==> config.mk <==
export PLATFORM = sky130hd
export DESIGN_NAME = full_hash_des
export DESIGN_NICKNAME = d
export VERILOG_FILES = /design/src/rtl/full_hash_des_pkg.sv /design/src/rtl/full_hash_des_round.sv /design/src/rtl/full_hash_des.sv
export SDC_FILE = /design/constraint.sdc
export NUM_CORES = 1
export LEC_CHECK = 0
export CAP_MARGIN = 0
export CORE_UTILIZATION = 57
export CTS_CLUSTER_SIZE = 16
export DETAILED_ROUTE_END_ITERATION = 8
export PLACE_DENSITY = 0.83
export SYNTH_ARGS = -nofsm -noshare
export SYNTH_HDL_FRONTEND = slang
export SYNTH_SLANG_ARGS = --single-unit
==> constraint.sdc <==
create_clock -name clk -period 5.02 [get_ports clk]
set_clock_uncertainty 0.1 [all_clocks]
set_input_delay 1.004 -clock clk [delete_from_list [all_inputs] [get_ports clk]]
set_output_delay 1.004 -clock clk [all_outputs]
set_load 0.01 [all_outputs]
==> src/rtl/full_hash_des_pkg.sv <==
// Shared types, constants and helpers for the byte-serial DES-S1 hash.
// FULL_HASH_OVERRUN_ERR_EN (optional) is consumed by full_hash_des only.
package full_hash_des_pkg;

  typedef logic [3:0]       nibble_t;
  typedef nibble_t [7:0]    state_t;   // H0 in [3:0], H7 in [31:28]

  typedef enum logic [1:0] {ST_ABSORB, ST_FINAL, ST_DONE} fsm_e;

  localparam state_t IV = {4'h3, 4'h0, 4'hF, 4'hD, 4'h1, 4'h7, 4'hB, 4'h4};

  localparam nibble_t S1_TBL [4][16] = '{
    '{4'd14, 4'd4,  4'd13, 4'd1,  4'd2,  4'd15, 4'd11, 4'd8,
      4'd3,  4'd10, 4'd6,  4'd12, 4'd5,  4'd9,  4'd0,  4'd7},
    '{4'd0,  4'd15, 4'd7,  4'd4,  4'd14, 4'd2,  4'd13, 4'd1,
      4'd10, 4'd6,  4'd12, 4'd11, 4'd9,  4'd5,  4'd3,  4'd8},
    '{4'd4,  4'd1,  4'd14, 4'd8,  4'd13, 4'd6,  4'd2,  4'd11,
      4'd15, 4'd12, 4'd9,  4'd7,  4'd3,  4'd10, 4'd5,  4'd0},
    '{4'd15, 4'd12, 4'd8,  4'd2,  4'd4,  4'd9,  4'd1,  4'd7,
      4'd5,  4'd11, 4'd3,  4'd14, 4'd10, 4'd0,  4'd6,  4'd13}
  };

  function automatic logic [5:0] compress6(input logic [7:0] b);
    return {b[7] ^ b[1], b[3], b[2], b[5] ^ b[0], b[4], b[6]};
  endfunction

  function automatic nibble_t sbox1(input logic [5:0] m6);
    return S1_TBL[{m6[5], m6[0]}][m6[4:1]];
  endfunction

  function automatic nibble_t rotl4(input nibble_t x, input logic [1:0] n);
    case (n)
      2'd0:    return x;
      2'd1:    return {x[2:0], x[3]};
      2'd2:    return {x[1:0], x[3:2]};
      default: return {x[0], x[3:1]};
    endcase
  endfunction

endpackage

==> src/rtl/full_hash_des_round.sv <==
// Combinational round R(H,B): 4 passes of an 8-step nibble mixing chain keyed by S1(M6).
module full_hash_des_round
  import full_hash_des_pkg::*;
(
  input  state_t     h_in,
  input  logic [7:0] b,
  output state_t     h_out
);

  nibble_t    s;
  state_t     h;
  logic [2:0] j;

  always_comb begin
    s = sbox1(compress6(b));
    h = h_in;
    j = 3'd0;
    // Steps are strictly sequential: each step sees the words updated before it.
    for (int r = 0; r < 4; r++) begin
      for (int i = 0; i < 8; i++) begin
        j    = 3'(i + 1);
        h[j] = rotl4(h[j] ^ s, 2'(i));
        h[j] = h[j] ^ h[3'(i)];
      end
    end
    h_out = h;
  end

endmodule

==> src/rtl/full_hash_des.sv <==
// Byte-serial 32-bit hash: absorbs C_in bytes, folds in the 64-bit length, presents digest.
// Optional macro FULL_HASH_OVERRUN_ERR_EN adds the 'overrun' pulse output.
module full_hash_des
  import full_hash_des_pkg::*;
(
  input  logic        clk,
  input  logic        rst_n,
  input  logic        M_valid,
  input  logic [63:0] C_in,
  input  logic [7:0]  M,
  output logic        hash_ready,
  output logic [31:0] digest
`ifdef FULL_HASH_OVERRUN_ERR_EN
  , output logic      overrun
`endif
);

  fsm_e        st_q, st_d;
  state_t      h_q, h_d;
  logic [63:0] len_q, len_d;
  logic [63:0] cnt_q, cnt_d;
  logic        rdy_q, rdy_d;
  logic [31:0] dig_q, dig_d;

  logic        start, accept, last;
  logic [63:0] len_cur, len_eff;
  state_t      h_base, h_abs;
  state_t      fin_chain [0:8];

  assign start   = (cnt_q == 64'd0);
  assign accept  = M_valid && (st_q != ST_FINAL);
  assign len_cur = start ? C_in : len_q;
  // A zero length still absorbs one byte; finalization uses the literal value.
  assign len_eff = (len_cur == 64'd0) ? 64'd1 : len_cur;
  assign last    = accept && ((cnt_q + 64'd1) == len_eff);
  assign h_base  = start ? IV : h_q;

  full_hash_des_round u_absorb (.h_in(h_base), .b(M), .h_out(h_abs));

  // Length fold: eight rounds in one cycle, MSB byte first.
  assign fin_chain[0] = h_q;
  for (genvar g = 0; g < 8; g++) begin : g_fin
    full_hash_des_round u_fin (
      .h_in  (fin_chain[g]),
      .b     (len_q[63-8*g -: 8]),
      .h_out (fin_chain[g+1])
    );
  end

  always_ff @(posedge clk) begin
    if (rst_n) begin
      st_q  <= ST_ABSORB;
      h_q   <= IV;
      len_q <= 64'd0;
      cnt_q <= 64'd0;
      rdy_q <= 1'b0;
      dig_q <= 32'd0;
    end else begin
      st_q  <= st_d;
      h_q   <= h_d;
      len_q <= len_d;
      cnt_q <= cnt_d;
      rdy_q <= rdy_d;
      dig_q <= dig_d;
    end
  end

  always_comb begin
    st_d = st_q;
    case (st_q)
      ST_ABSORB, ST_DONE: begin
        if (last)        st_d = ST_FINAL;
        else if (accept) st_d = ST_ABSORB;
      end
      ST_FINAL: st_d = ST_DONE;
      default:  st_d = ST_ABSORB;
    endcase
  end

  always_comb begin
    h_d   = h_q;
    len_d = len_q;
    cnt_d = cnt_q;
    rdy_d = rdy_q;
    dig_d = dig_q;
    if (st_q == ST_FINAL) begin
      dig_d = fin_chain[8];
      rdy_d = 1'b1;
    end else if (accept) begin
      h_d   = h_abs;
      cnt_d = last ? 64'd0 : cnt_q + 64'd1;
      if (start) begin
        len_d = C_in;
        rdy_d = 1'b0;
      end
    end
  end

  assign hash_ready = rdy_q;
  assign digest     = dig_q;

`ifdef FULL_HASH_OVERRUN_ERR_EN
  logic ovr_q, ovr_d;

  assign ovr_d = M_valid && (st_q == ST_FINAL);

  always_ff @(posedge clk) begin
    if (rst_n) ovr_q <= 1'b0;
    else       ovr_q <= ovr_d;
  end

  assign overrun = ovr_q;
`endif

endmodule

### Word level (Yosys, flattened, before mapping)

Index checks and enable logic that the tools add are counted.
W data, S select, Z words.

* logic and storage cells: 30
* bits of input ports: 75
* output and inout bits: 33
* register bits after elaboration: 131

* bitwise gates (word level): 1
* reductions and logical operators: 10
* equality and inequality tests: 5
* add/sub/neg operators: 1
* mux-type cells: 9

Operators with widths (count)
* $mux W64: 3
* $logic_not A64 Y1: 2
* $add A64 B1 Y64 const B: 1
* $eq A64 B64 Y1: 1
* $mux W2: 2
* $pmux W2 S2: 1
* $reduce_and A2 Y1: 2
* $reduce_bool A2 Y1: 2
* $mux W1: 3
* $ne A3 B3 Y1 const B: 1
* $eq A2 B1 Y1 const B: 1
* $eq A2 B2 Y1 const B: 1
* $logic_and A1 B1 Y1: 2
* $logic_not A2 Y1: 1
* $ne A2 B1 Y1 const B: 1
* $reduce_or A2 Y1: 1
* $not A1 Y1: 1

### Depth between registers and ports, before layout

* depth after elaboration: 8
* mapped depth: 19
* depth with buffers taken out: 14

### Cells and area by module

Synthesis repeated with hierarchy kept, for this count alone.

* cells, all modules: 1795
* area total of the unflattened synthesis: 13624.3 um^2

By module, submodules not included
* full_hash_des: area an instance 11428.5 um^2, instances 1, cells an instance 1498
* full_hash_des_round: area an instance 244.0 um^2, instances 9, cells an instance 33

### Least setup slack after synthesis

No wires, ideal clock.

* path kind: reg-to-reg
* start point: reg cnt_q[0]
* end point: reg cnt_q[45]
* arrival time: 3999 ps
* stages on the path, launching flop included: 16
* buffers on the path: 2
* setup time: 113 ps
* slack: 808 ps
* data required time: 4807 ps
* period minus slack after synthesis: 4212 ps
* path through: dfxtp_1 > inv_1 > ha_1 > nor4b_1 > nand4_1 > nor4_4 > mux2i_1 > xnor2_1 > xor2_1 > or4_1 > or4b_1 > nor4_2 > a31oi_1 > buf_2 > buf_6 > and2_4

* word-level cells in the longest chain between the ends: 7

RTL lines
* start: declaration: RTL line full_hash_des.sv:21 `logic [63:0] cnt_q, cnt_d;`
* start signal: assignment: RTL line full_hash_des.sv:62 `cnt_q <= cnt_d;`
* branches (longest 6 deep; another with $add A64 B1 Y64)
* $mux W64 (*): RTL line full_hash_des.sv:91 `cnt_d = last ? 64'd0 : cnt_q + 64'd1;`

Mark *: on every way between the ends.
A chain may end at the register's enable or synchronous reset.

### Final worst setup path

* start point: reg cnt_q[0]
* end point: reg cnt_q[10]

Same word-level chain as after synthesis.

==> metrics.md <==
| Metric | Value |
|---|---|
| Post-synth top area cell | `dfxtp_1` |
| Final setup vio count | `0` |
| Status | `finished, final reports clean` |
| First-pass GRT wire length | `44.9 mm` |
| Layout Cells excl Fill | `1,421` |
| CTS tree | `yes` |
| Post-synth EDFFs | `0` |
| Psw | `0.905 mW` |
| Fin. max-slew vios | `0` |
| Fmax | `210 MHz` |
| Period utilization | `0.950` |
| Number of DRC markers in iteration 0 | `1,271` |
| WS Path Type | `reg2reg` |
| Post-Place Cells | `1,389` |
| Vias in the first global route | `8,024` |
| Worst reg2reg startpoint | `cnt_q[0]` |
| Yosys warnings | `0` |
| Synth cell types | `61` |
| CTS root buf | `clkbuf_16` |
| Fin crit period | `4.77 ns` |
| Main synth FF type | `dfxtp_1` |
| VDD IR max | `247 uV` |
| Synth top area share | `0.291` |
| Rel. slew slack | `0.400` |
| DR pass1 iterations | `7` |
| Switching share of power | `0.311` |
| Filler cell count | `1,236` |
| Largest net degree at the start of global routing | `83` |
| Slew @ Worst Pin | `0.901 ns` |
| Worst skew pair latency | `0.45 ns` |
| MaxCap Viol Count | `0` |
| Setup crit start | `cnt_q[0]` |
| Synth area leaders | `dfxtp_1 29%, xnor2_1 8.6%, nand2_1 8.0%` |
| Core area | `15,300 um2` |
| Reg-to-reg slack, setup | `0.25 ns` |
| Width of the die | `128 um` |
| Residual DRC | `0` |
| RSZ-0062 raised after global routing | `no` |
| Post-synthesis sequential area ratio | `0.291` |
| Hold depth | `2` |
| Async SR Flop Fraction | `0` |
| Most common cell in the netlist | `nand2_1` |
| Post-synth top cells | `192 x nand2_1, 131 x dfxtp_1, 88 x xnor2_1, 83 x a21oi_1, 70 x nor4_1` |
| #FFs+latches synth | `131` |
| FF-to-FF End | `cnt_q[10]` |
| IO Pins | `108` |
| Critical Path Sink | `cnt_q[10]` |
| CTS buffer count | `17` |
| Area of the mapped netlist | `9010 um2` |
| Initial core utilization | `0.588` |
| Post-DP Area | `9730 um2` |
| Number of hold violations in the final report | `0` |
| Setup TNS | `0 ns` |
| Setup crit end kind | `flop` |
| Rows | `45` |
| Routed WL per cell | `20.2 um` |
| Class of the worst hold path | `reg2reg` |
| Die ar. | `16,300 um2` |
| CP startpoint kind | `flop` |
| Clk sinks | `131` |
| Clock slew at reported path FFs | `0.07 ns` |
| Antenna viol nets, final | `0` |
| Initial antenna violation count | `0` |
| Pwr dens | `282 nW/um2` |
| Design Area, Final | `10,300 um2` |
| FF/Latch Area | `2620 um2` |
| GRT overflow | `0` |
| Ant. Diodes | `0` |
| Average cell area after synthesis | `7.73 um2` |
| Via Count | `9,004` |
| Placer Congestion | `0.980` |
| Detail Placement HPWL | `20.5 mm` |
| Share of layout cells above drive strength 1 | `0.0893` |
| Sequential share of power | `0.380` |
| Pint | `2.01 mW` |
| Combinational Power Share | `0.178` |
| Die Height | `128 um` |
| R2R cell count | `17` |
| Leak pwr | `3.95 nW` |
| Max Root-Sink Buffers | `2` |
| Critical path required time | `5.22 ns` |
| GRT Total Usage | `0.361` |
| Vias/cell | `6.34` |
| H-tree levels | `4` |
| Nets | `1,274` |
| Clock share of power | `0.442` |
| Hold slack | `0.363 ns` |
| Area of the multi-input gates | `5840 um2` |
| Number of port buffers | `67` |
| Routed wire length | `28.7 mm` |
| Post-Synthesis Cells | `1,166` |
| Crit path DAT | `4.97 ns` |
| Crit-path max FO | `25` |
| Layout area overhead | `14.7%` |
-- cells in the final DEF (no fill, tap or decap), types with 4 or more instances in the layout --
| cell | n |
|---|---|
| inv_6 | 7 |
| nor4_1 | 68 |
| and4_1 | 10 |
| nand2_1 | 190 |
| conb_1 | 32 |
| inv_1 | 8 |
| nor4_2 | 6 |
| buf_12 | 4 |
| a21oi_1 | 83 |
| clkbuf_16 | 17 |
| a22oi_1 | 6 |
| a31oi_1 | 14 |
| nand3_1 | 57 |
| xnor2_1 | 88 |
| nor3_1 | 30 |
| nor2_1 | 67 |
| and3_1 | 13 |
| inv_8 | 6 |
| and2_4 | 10 |
| and2_1 | 25 |
| nand4_1 | 47 |
| xor2_1 | 51 |
| a22oi_2 | 6 |
| o21ai_0 | 12 |
| dfxtp_1 | 131 |
| buf_4 | 32 |
| clkdlybuf4s50_1 | 66 |
| mux2i_1 | 61 |
-- metrics by stage --
step	setup slack [ns]	power [mW]	util
after detailed placement	0.252	1.63	0.635
final	0.252	2.91	0.675
after CTS	0.219	2.89	0.675
after global placement	0.291	1.62	0.635
after global routing	0.0374	2.99	0.675
after floorplan	0.808	1.46	-
-- metal layers --
layer	vias up	part of all wire	global-route usage
li1	4103	-	-
met4	0	0.050	0.179
met2	625	0.45	0.560
met1	4162	0.40	0.483
met5	-	0	0
met3	114	0.10	0.0634
-- layout make-up --
class                           instances  share of cell area
Clock buffer                           17              0.0411
Clock inverter                         15              0.0169
Inverter                                8             0.00290
Multi-Input combinational cell        937               0.565
Sequential cell                       131               0.254
Tap cell                              211              0.0255
Timing Repair Buffer                  102              0.0949
-- worst min path at each step --
stage                   start   endpoint
global placement      st_q[1]    st_q[1]
global route          st_q[1]    st_q[1]
detailed placement    st_q[1]    st_q[1]
floorplan             st_q[0]    st_q[0]
CTS                   st_q[1]    st_q[1]
finish              len_q[11]  len_q[11]
-- critical path: stages, from the launching register on --
cell and delay (ns):
dfxtp_1 0.38, inv_1 0.11, ha_1 0.15, nor4b_1 0.33, nand4_1 0.16, nor4_2 0.44
buf_12 0.18, buf_12 0.20, mux2i_1 0.30, xnor2_1 0.18, o21ai_1 0.14, or4b_1 0.49
or4_1 0.43, nor4_2 0.44, nand3_2 0.12, buf_4 0.24, a22oi_1 0.15, nor2_1 0.06
-- kinds of logic after synthesis --
kind of cell	synth area share
flip-flops	0.291
AO/OA/AOI/OAI	0.0884
other	0.000416
XOR/XNOR	0.144
adder cells (fa/ha/maj)	0.00278
multiplexers	0.0690
AND/OR/NAND/NOR	0.327
buffers and inverters	0.0765
-- power by group through the flow --
stage | registers (mW) | clock network (mW) | logic, mW
final | 1.11 | 1.29 | 0.519
after global routing | 1.11 | 1.33 | 0.545
after CTS | 1.11 | 1.28 | 0.506
after detailed placement | 1.13 | 0 | 0.501
after global placement | 1.13 | 0 | 0.495
after floorplan | 1.12 | 0 | 0.341
-- state kept, by name, indices dropped and copies added (netlist names) --
signal / count
hash_ready: 1
cnt_q: 64
st_q: 2
len_q: 64
-- repair_timing --
item,in CTS,in global routing
hold buffers,0,0
buffers inserted,0,0
gates resized for setup,0,1
setup endpoints to repair,0,34
No activity file was read; power rests on OpenSTA's default activity.
